[config.mk]
export PLATFORM = sky130hd
export DESIGN_NAME = attn_dot_engine
export DESIGN_NICKNAME = d
export VERILOG_FILES = /design/src/rtl/attn_pkg.sv /design/src/rtl/attn_sat_shift.sv /design/src/rtl/attn_dot_engine.sv
export SDC_FILE = /design/constraint.sdc
export NUM_CORES = 1
export LEC_CHECK = 0
export ABC_CLOCK_PERIOD_IN_PS = 13300
export CAP_MARGIN = 30
export CORE_UTILIZATION = 55
export DETAILED_ROUTE_END_ITERATION = 10
export DONT_BUFFER_PORTS = 1
export PLACE_DENSITY = 0.73
export SLEW_MARGIN = 25
export SYNTH_ARGS = -nofsm -noshare
export SYNTH_HDL_FRONTEND = slang
export SYNTH_SLANG_ARGS = --single-unit
[constraint.sdc]
create_clock -name clk -period 13.3 [get_ports clk]
set_input_delay 1.995 -clock clk [delete_from_list [all_inputs] [get_ports clk]]
set_output_delay 1.995 -clock clk [all_outputs]
set_load 0.01 [all_outputs]
[src/rtl/attn_pkg.sv]
// Shared types and the saturation helper for the attention dot-product engine.
package attn_pkg;

  typedef logic [0:0] state_t;
  localparam state_t GET_Q = 1'b0;
  localparam state_t GET_V = 1'b1;

  localparam int SAT_W = 64;

  // acc holds an acc_w-bit value in its low bits; the result is {clip flag, clamped value}.
  function automatic logic [SAT_W:0] sat_clip(input logic [SAT_W-1:0] acc,
                                              input int acc_w,
                                              input int out_w,
                                              input bit signed_mode);
    logic signed [SAT_W-1:0] ext;
    logic signed [SAT_W-1:0] hi;
    logic signed [SAT_W-1:0] lo;
    logic [SAT_W-1:0]        val;
    logic                    flag;
    ext = acc;
    for (int i = 0; i < SAT_W; i++) begin
      if (i >= acc_w) ext[i] = signed_mode ? acc[acc_w-1] : 1'b0;
    end
    if (signed_mode) begin
      hi = (64'sd1 <<< (out_w - 1)) - 64'sd1;
      lo = -hi - 64'sd1;
    end else begin
      hi = (64'sd1 <<< out_w) - 64'sd1;
      lo = 64'sd0;
    end
    val  = ext;
    flag = 1'b0;
    if (ext > hi) begin
      val  = hi;
      flag = 1'b1;
    end else if (ext < lo) begin
      val  = lo;
      flag = 1'b1;
    end
    return {flag, val};
  endfunction

endpackage

[src/rtl/attn_sat_shift.sv]
// Combinational scale-and-clamp stage: shifts the accumulator right, then saturates to OUT_W.
module attn_sat_shift
  import attn_pkg::*;
#(
  parameter int ACC_W     = 18,
  parameter int OUT_W     = 8,
  parameter int SIGNED    = 1,
  parameter int OUT_SHIFT = 0
) (
  input  logic [ACC_W-1:0] acc_i,
  output logic [OUT_W-1:0] score_o,
  output logic             sat_o
);

  logic [ACC_W-1:0] shifted;
  logic [SAT_W:0]   clipped;
  logic             unusedClipBits;

  // Arithmetic shift floors toward -inf for signed sums; unsigned sums shift in zeros.
  always_comb begin
    shifted = acc_i >> OUT_SHIFT;
    if (SIGNED != 0) shifted = $signed(acc_i) >>> OUT_SHIFT;
  end

  assign clipped        = sat_clip(SAT_W'(shifted), ACC_W, OUT_W, SIGNED != 0);
  assign score_o        = clipped[OUT_W-1:0];
  assign sat_o          = clipped[SAT_W];
  assign unusedClipBits = ^clipped[SAT_W-1:OUT_W];

endmodule

[src/rtl/attn_dot_engine.sv]
// Streaming q/v dot-product engine: accumulates VEC_LEN products and emits one
// scaled, saturated score per vector over a valid/ready master port.
module attn_dot_engine
  import attn_pkg::*;
#(
  parameter int DATA_W    = 8,
  parameter int VEC_LEN   = 4,
  parameter int SIGNED    = 1,
  parameter int ACC_W     = 2 * DATA_W + $clog2(VEC_LEN),
  parameter int OUT_W     = 8,
  parameter int OUT_SHIFT = 0
) (
  input  logic              clk,
  input  logic              rst_n,
  input  logic [DATA_W-1:0] qv_slv_in,
  input  logic              vld_slv_in,
  output logic              rdy_slv_out,
  output logic [OUT_W-1:0]  score_mst_out,
  output logic              vld_mst_out,
  input  logic              rdy_mst_in,
  output logic              sat_mst_out
);

  localparam int CNT_W = (VEC_LEN > 1) ? $clog2(VEC_LEN) : 1;
  localparam logic [CNT_W-1:0] LAST_ELEM = CNT_W'(VEC_LEN - 1);

  state_t            state_q, state_d;
  logic [CNT_W-1:0]  cnt_q, cnt_d;
  logic [DATA_W-1:0] q_q, q_d;
  logic [ACC_W-1:0]  acc_q, acc_d;
  logic [OUT_W-1:0]  score_q, score_d;
  logic              sat_q, sat_d;
  logic              vld_q, vld_d;

  logic              beat;
  logic              lastV;
  logic              qSign, vSign;
  logic [ACC_W-1:0]  qExt, vExt, prod, accNxt;
  logic [OUT_W-1:0]  satScore;
  logic              satFlag;

  // Products are formed at full accumulator width so wrap-around keeps the signed result exact.
  assign qSign  = (SIGNED != 0) && q_q[DATA_W-1];
  assign vSign  = (SIGNED != 0) && qv_slv_in[DATA_W-1];
  assign qExt   = {{(ACC_W-DATA_W){qSign}}, q_q};
  assign vExt   = {{(ACC_W-DATA_W){vSign}}, qv_slv_in};
  assign prod   = qExt * vExt;
  assign accNxt = acc_q + prod;

  attn_sat_shift #(
    .ACC_W    (ACC_W),
    .OUT_W    (OUT_W),
    .SIGNED   (SIGNED),
    .OUT_SHIFT(OUT_SHIFT)
  ) u_sat_shift (
    .acc_i  (accNxt),
    .score_o(satScore),
    .sat_o  (satFlag)
  );

  // Only the final v beat can stall, and only when the previous score is still unclaimed.
  assign lastV       = (state_q == GET_V) && (cnt_q == LAST_ELEM);
  assign rdy_slv_out = !(lastV && vld_q && !rdy_mst_in);
  assign beat        = vld_slv_in && rdy_slv_out;

  always_comb begin
    state_d = state_q;
    cnt_d   = cnt_q;
    q_d     = q_q;
    acc_d   = acc_q;
    score_d = score_q;
    sat_d   = sat_q;
    vld_d   = vld_q;
    if (vld_q && rdy_mst_in) vld_d = 1'b0;
    if (beat) begin
      if (state_q == GET_Q) begin
        q_d     = qv_slv_in;
        state_d = GET_V;
      end else begin
        state_d = GET_Q;
        if (cnt_q != LAST_ELEM) begin
          acc_d = accNxt;
          cnt_d = cnt_q + CNT_W'(1);
        end else begin
          score_d = satScore;
          sat_d   = satFlag;
          vld_d   = 1'b1;
          acc_d   = '0;
          cnt_d   = '0;
        end
      end
    end
  end

  always_ff @(posedge clk) begin
    if (!rst_n) begin
      state_q <= GET_Q;
      cnt_q   <= '0;
      q_q     <= '0;
      acc_q   <= '0;
      score_q <= '0;
      sat_q   <= 1'b0;
      vld_q   <= 1'b0;
    end else begin
      state_q <= state_d;
      cnt_q   <= cnt_d;
      q_q     <= q_d;
      acc_q   <= acc_d;
      score_q <= score_d;
      sat_q   <= sat_d;
      vld_q   <= vld_d;
    end
  end

  assign score_mst_out = score_q;
  assign sat_mst_out   = sat_q;
  assign vld_mst_out   = vld_q;

endmodule
; ---- Yosys cells after proc, flatten, opt, wreduce, memory -nomap -nowiden
; Index checks and enable logic that the tools add are counted.
; W data, S select, Z words.
[word_totals]
output_inout_bits = 11
input_bits = 12
wordCells = 37
reg_bits = 39
[op_classes]
n_addsub = 2
bitwise_logic = 2
n_lt_le_gt_ge = 2
mul = 1
n_mux = 11
reduce_logical = 10
n_eq_ne = 2
[ops]
columns = cell, count
row1 = $add A18 B18 Y18, 1
row2 = $gt A18 B8 Y1 const B, 1
row3 = $lt A18 B8 Y1 const B, 1
row4 = $mux W18, 1
row5 = $mul A8 B8 Y16, 1
row6 = $mux W8, 2
row7 = $mux W1, 7
row8 = $logic_and A1 B1 Y1, 5
row9 = $reduce_and A2 Y1, 2
row10 = $reduce_and A3 Y1, 1
row11 = $add A2 B1 Y2 const B, 1
row12 = $eq A2 B2 Y1 const B, 1
row13 = $logic_not A1 Y1, 2
row14 = $mux W2, 1
row15 = $ne A2 B2 Y1 const B, 1
row16 = $not A1 Y1, 2

; ---- Logic depth before layout (Yosys ltp)
[depth]
word_depth = 7
ltp_mapped = 27
depth_no_buf = 27

; ---- By module
; From an unflattened synthesis, not the netlist that was laid out.
[hier_totals]
cells_unflattened = 556
hier_area_um2 = 4919.7
[by_module_without_submodules]
columns = mod, instances, area_each_um2, cells_per_inst
row1 = attn_dot_engine, 1, 4704.5, 528
row2 = attn_sat_shift, 1, 215.2, 28

; ---- Least setup slack after synthesis
; No wires, ideal clock.
[synth_path]
path_kind = input -> register
start = in qv_slv_in[4]
end = reg score_q[0], in the netlist score_mst_out[0]
t_required_ns = 13.222
setup_ns = 0.078
n_path_buf = 0
setup_slack_ns = 5.874
arrival_ns = 7.348
stages = 25
cell_sequence = and2_1 -> fa_1 -> fa_1 -> fa_1 -> inv_1 -> fa_1 -> inv_1 -> ha_1 -> a21o_1 -> a21oi_1 -> o21bai_1 -> a21oi_1 -> o21bai_1 -> a21oi_1 -> xnor2_1 -> ha_1 -> nand2_1 -> o21a_1 -> o21ai_0 -> o21ai_1 -> o21ai_1 -> a31oi_1 -> xnor2_1 -> o22ai_2 -> o22ai_1
[synth_via]
elab_chain_len = 5
[synth_lines]
columns = element, line
row1 = start: declaration, attn_dot_engine.sv:15  ; input logic [DATA_W-1:0] qv_slv_in,
row2 = $mul A8 B8 Y16 *, attn_dot_engine.sv:47  ; assign prod = qExt * vExt;
row3 = $add A18 B18 Y18 *, attn_dot_engine.sv:48  ; assign accNxt = acc_q + prod;
row4 = $lt A18 B8 Y1, attn_pkg.sv:36  ; end else if (ext < lo) begin
row5 = $mux W8, attn_pkg.sv:36
row6 = $mux W8 *, attn_pkg.sv:33  ; if (ext > hi) begin
row7 = end signal: assignment, attn_dot_engine.sv:109  ; score_q <= score_d;
row8 = end: declaration, attn_dot_engine.sv:31  ; logic [OUT_W-1:0] score_q, score_d;
; Mark *: on every way between the ends. The rest lies on a longest branch, timed or not.
; A chain may end at the register's enable or synchronous reset.

; ---- Worst setup path after layout
; Same ends and word-level chain as after synthesis.

==> summary.md <==
| Metric | Value |
|---|---|
| P&R area growth vs syn | 4.511% |
| Fillers | 768 |
| Area of the multi-input gates | 3635 µm² |
| FMAX | 128.1 MHz |
| Comb pwr share | 0.667 |
| Cell taking the most area after synthesis | fa_1 |
| Hold buffer count at cts | 0 |
| Clock transition at the registers of the reported paths | 90 ps |
| Avg Inst Size Synth | 8.901 µm² |
| Sw Pwr | around 0.35 mW |
| Ant. Diodes | 0 |
| Crit path max fanout | 9 |
| FP Rows | 33 |
| Syn nets | 651 |
| Setup Fix Bufs, Post-CTS | 0 |
| Post-Layout Cell Count | 640 |
| Worst Tran Pin Value | 750.6 ps |
| Worst slew margin | 0.4978 |
| Outcome | complete, no violations |
| Mapped cell area | 4771 µm² |
| Fin crit period | between 7000 and 8000 ps |
| Critical Path RT | 13530 ps |
| CTS Buffer Depth | 2 |
| Routed WL | 10480 µm |
| Critical path launch point type | input port |
| Die Width | 95.14 µm |
| Post-synth top area share | 0.2350 |
| Synth Flop Type | dfxtp_1 |
| CTS tree | built |
| Detailed placement HPWL | 8451 µm |
| Crit end category | register |
| Net Sw Frac | 0.4829 |
| Hold WS | around 470 ps |
| Worst Path Arrival | 8040 ps |
| Power Density | between 100 and 150 nW/µm² |
| Synth async-reset ratio | 0 |
| Num ports | 23 |
| Pin count of the biggest net entering global routing | 29 |
| Layout cells sized above 1 | 0.03551 |
| Setup violators final | 0 |
| Die Ht | 95.14 µm |
| Core Region | slightly above 8000 µm² |
| Total clock sinks | 39 |
| Sequential share of the synthesized area | 0.1637 |
| Leakage | 2.390 nW |
| Register Area | 780.7 µm² |
| Max rail drop VDD | 0.0001022 V |
| CTS H-tree depth | 2 |
| Iteration-0 DRC count of the detailed router | around 200 |
| GR Util All Layers | 0.2526 |
| Seq pwr share | 0.187 |
| Setup TNS | 0 ps |
| Setup Skew | 11.28 ps |
| Synth warnings | 0 |
| Power share of the clock group | 0.146 |
| Post-synthesis cell type count | 54 |
| Clock latency on the worst-skew pair | 300 ps |
| Post-CTS sizing | 0 |
| Max Cap Violations | 0 |
| Final hold violation count | 0 |
| Port Buffers | 0 |
| Area contributors post-synth | fa_1 (23%), dfxtp_1 (16%), ha_1 (12%), inv_1 (6.8%), and2_1 (6.0%) |
| CTS Buf Count | 5 |
| Die ar. | 9051 µm² |
| Post-synth EDFFs | 0 |
| CTS Root Cell | clkbuf_8 |
| Detailed Routing Iterations Pass 1 | 5 |
| Placed Cells | 632 |
| Yosys reg bits | 39 |
| Critical path class | in -> reg |
| Number of global-route vias before repair | 3592 |
| Grt ovf | 0 |
| Slew Limit Fails | 0 |
| First-pass GRT wire length | about 18000 µm |
| Placer Congestion | 0.9192 |
| Final #Nets | 649 |
| Initial core utilization | 0.5749 |
| Hold crit path type | reg -> reg |
| Internal power | between 0.3 and 0.4 mW |
| Gate count after technology mapping | about 540 |
| Routed Antenna Nets | 0 |
| Crit share post-route | 0.5869 |
| Vias | between 3000 and 4000 |
| Vias/cell | 5.667 |
| Drt drc | 0 |
| RSZ-0062 raised after global routing | false |
| Initial antenna violation count | 0 |
| Wire length per cell | 16.37 µm |
==> power by group through the flow <==
stage	Combinational, mW	Clock [mW]	Sequential [mW]
after global routing	0.546	0.114	0.137
after floorplan	0.394	0	0.135
after global placement	0.474	0	0.138
final	0.484	0.106	0.136
after detailed placement	0.478	0	0.138
after CTS	0.482	0.108	0.136
==> worst paths after layout <==
| check | from | to | slack, ps | cells after the start |
|---|---|---|---|---|
| worst max-delay path | qv_slv_in[4] | score_mst_out[0] | 5490 | 26 |
| worst min-delay path | cnt_q[1] | cnt_q[1] | 470 | 2 |
| worst min register to register | cnt_q[1] | cnt_q[1] | 470 | 2 |
| worst max register to register | q_q[1] | score_mst_out[0] | 6710 | 25 |
==> logic make-up (layout without fill, tap and decap cells) <==
| group | count (synthesis) | in the layout | synth area share |
|---|---|---|---|
| AND/OR/NAND/NOR | 147 | 147 | 0.1684 |
| AO/OA/AOI/OAI | 114 | 114 | 0.1629 |
| adder cells (fa/ha/maj) | 103 | 103 | 0.3582 |
| buffers and inverters | 95 | 94 | 0.07501 |
| flip-flops | 39 | 39 | 0.1637 |
| XOR/XNOR | 30 | 30 | 0.05507 |
| multiplexers | 8 | 8 | 0.01679 |
==> Yosys cell counts (8+ instances only) <==
cell,count
o22ai_1,8
nand2b_1,10
nor2_1,18
and2_1,46
fa_1,56
mux2i_1,8
inv_1,86
dfxtp_1,39
ha_1,47
o21ai_0,26
nand2_1,38
a21oi_1,23
clkbuf_1,8
nor2b_1,11
xnor2_1,24
a22o_1,11
==> sequential cells by signal, indices dropped and copies added (netlist names) <==
register       count
cnt_q              2
q_q                8
score_mst_out      8
sat_mst_out        1
vld_mst_out        1
acc_q             18
state_q            1
==> routing by layer <==
layer	track usage	wire, µm	up-vias
met1	0.3618	5022	1775
met5	0	0	-
met3	0.04147	345	11
met4	0.02652	72	0
li1	-	-	1770
met2	0.4125	5040	71
==> cells in the final DEF, fill, tap and decap left out, drive strengths merged, types with 2 or more instances in the layout <==
cell | netlist | final
o211a | 2 | 2
xor2 | 6 | 6
nor3 | 7 | 7
o21ai | 28 | 28
fa | 56 | 56
a31oi | 2 | 2
nand2 | 38 | 38
o21bai | 4 | 4
a21oi | 23 | 23
a31o | 2 | 2
o211ai | 5 | 5
inv | 86 | 87
a21boi | 4 | 4
nand3 | 3 | 3
a22o | 11 | 11
o22ai | 9 | 9
clkbuf | 8 | 5
and2 | 46 | 46
nand4 | 3 | 3
and3 | 3 | 3
nor2b | 12 | 12
a211oi | 3 | 3
nand2b | 10 | 10
ha | 47 | 47
a21o | 7 | 7
nor2 | 18 | 18
nor3b | 3 | 3
mux2i | 8 | 8
o21a | 4 | 4
dfxtp | 39 | 39
xnor2 | 24 | 24
==> critical path, stage by stage <==
cell and delay (ps):
and2_1 150, fa_1 540, inv_1 50, fa_1 470, inv_1 60, fa_1 540, inv_1 60, fa_1 530
inv_1 40, ha_1 310, a21oi_1 250, o21bai_1 90, a21oi_1 230, o21bai_1 110, a21oi_1 230, xnor2_1 100
ha_1 420, nand2_1 80, o21a_1 190, o21ai_0 70, o21ai_1 140, o21ai_1 330, a31oi_1 150, xnor2_1 440
o22ai_2 240, o22ai_1 200
==> per-stage QoR <==
stage	worst slack (ps)	area, µm²	util	total power [mW]
final	5495	4986	0.6008	0.7262
after global routing	5163	4986	0.6008	0.7971
after CTS	5539	4986	0.6008	0.7257
after detailed placement	5220	4870	0.5868	0.6167
after global placement	5323	4867	0.5865	0.6117
after floorplan	5874	4771	-	0.5282
==> layout make-up <==
class | instances | area share
clock inverter | 3 | 0.009536
inverter | 86 | 0.06474
multi-input combinational | 402 | 0.7290
tap | 105 | 0.02635
sequential | 39 | 0.1566
clock buffer | 5 | 0.01380
No activity file was read; power rests on OpenSTA's default activity.
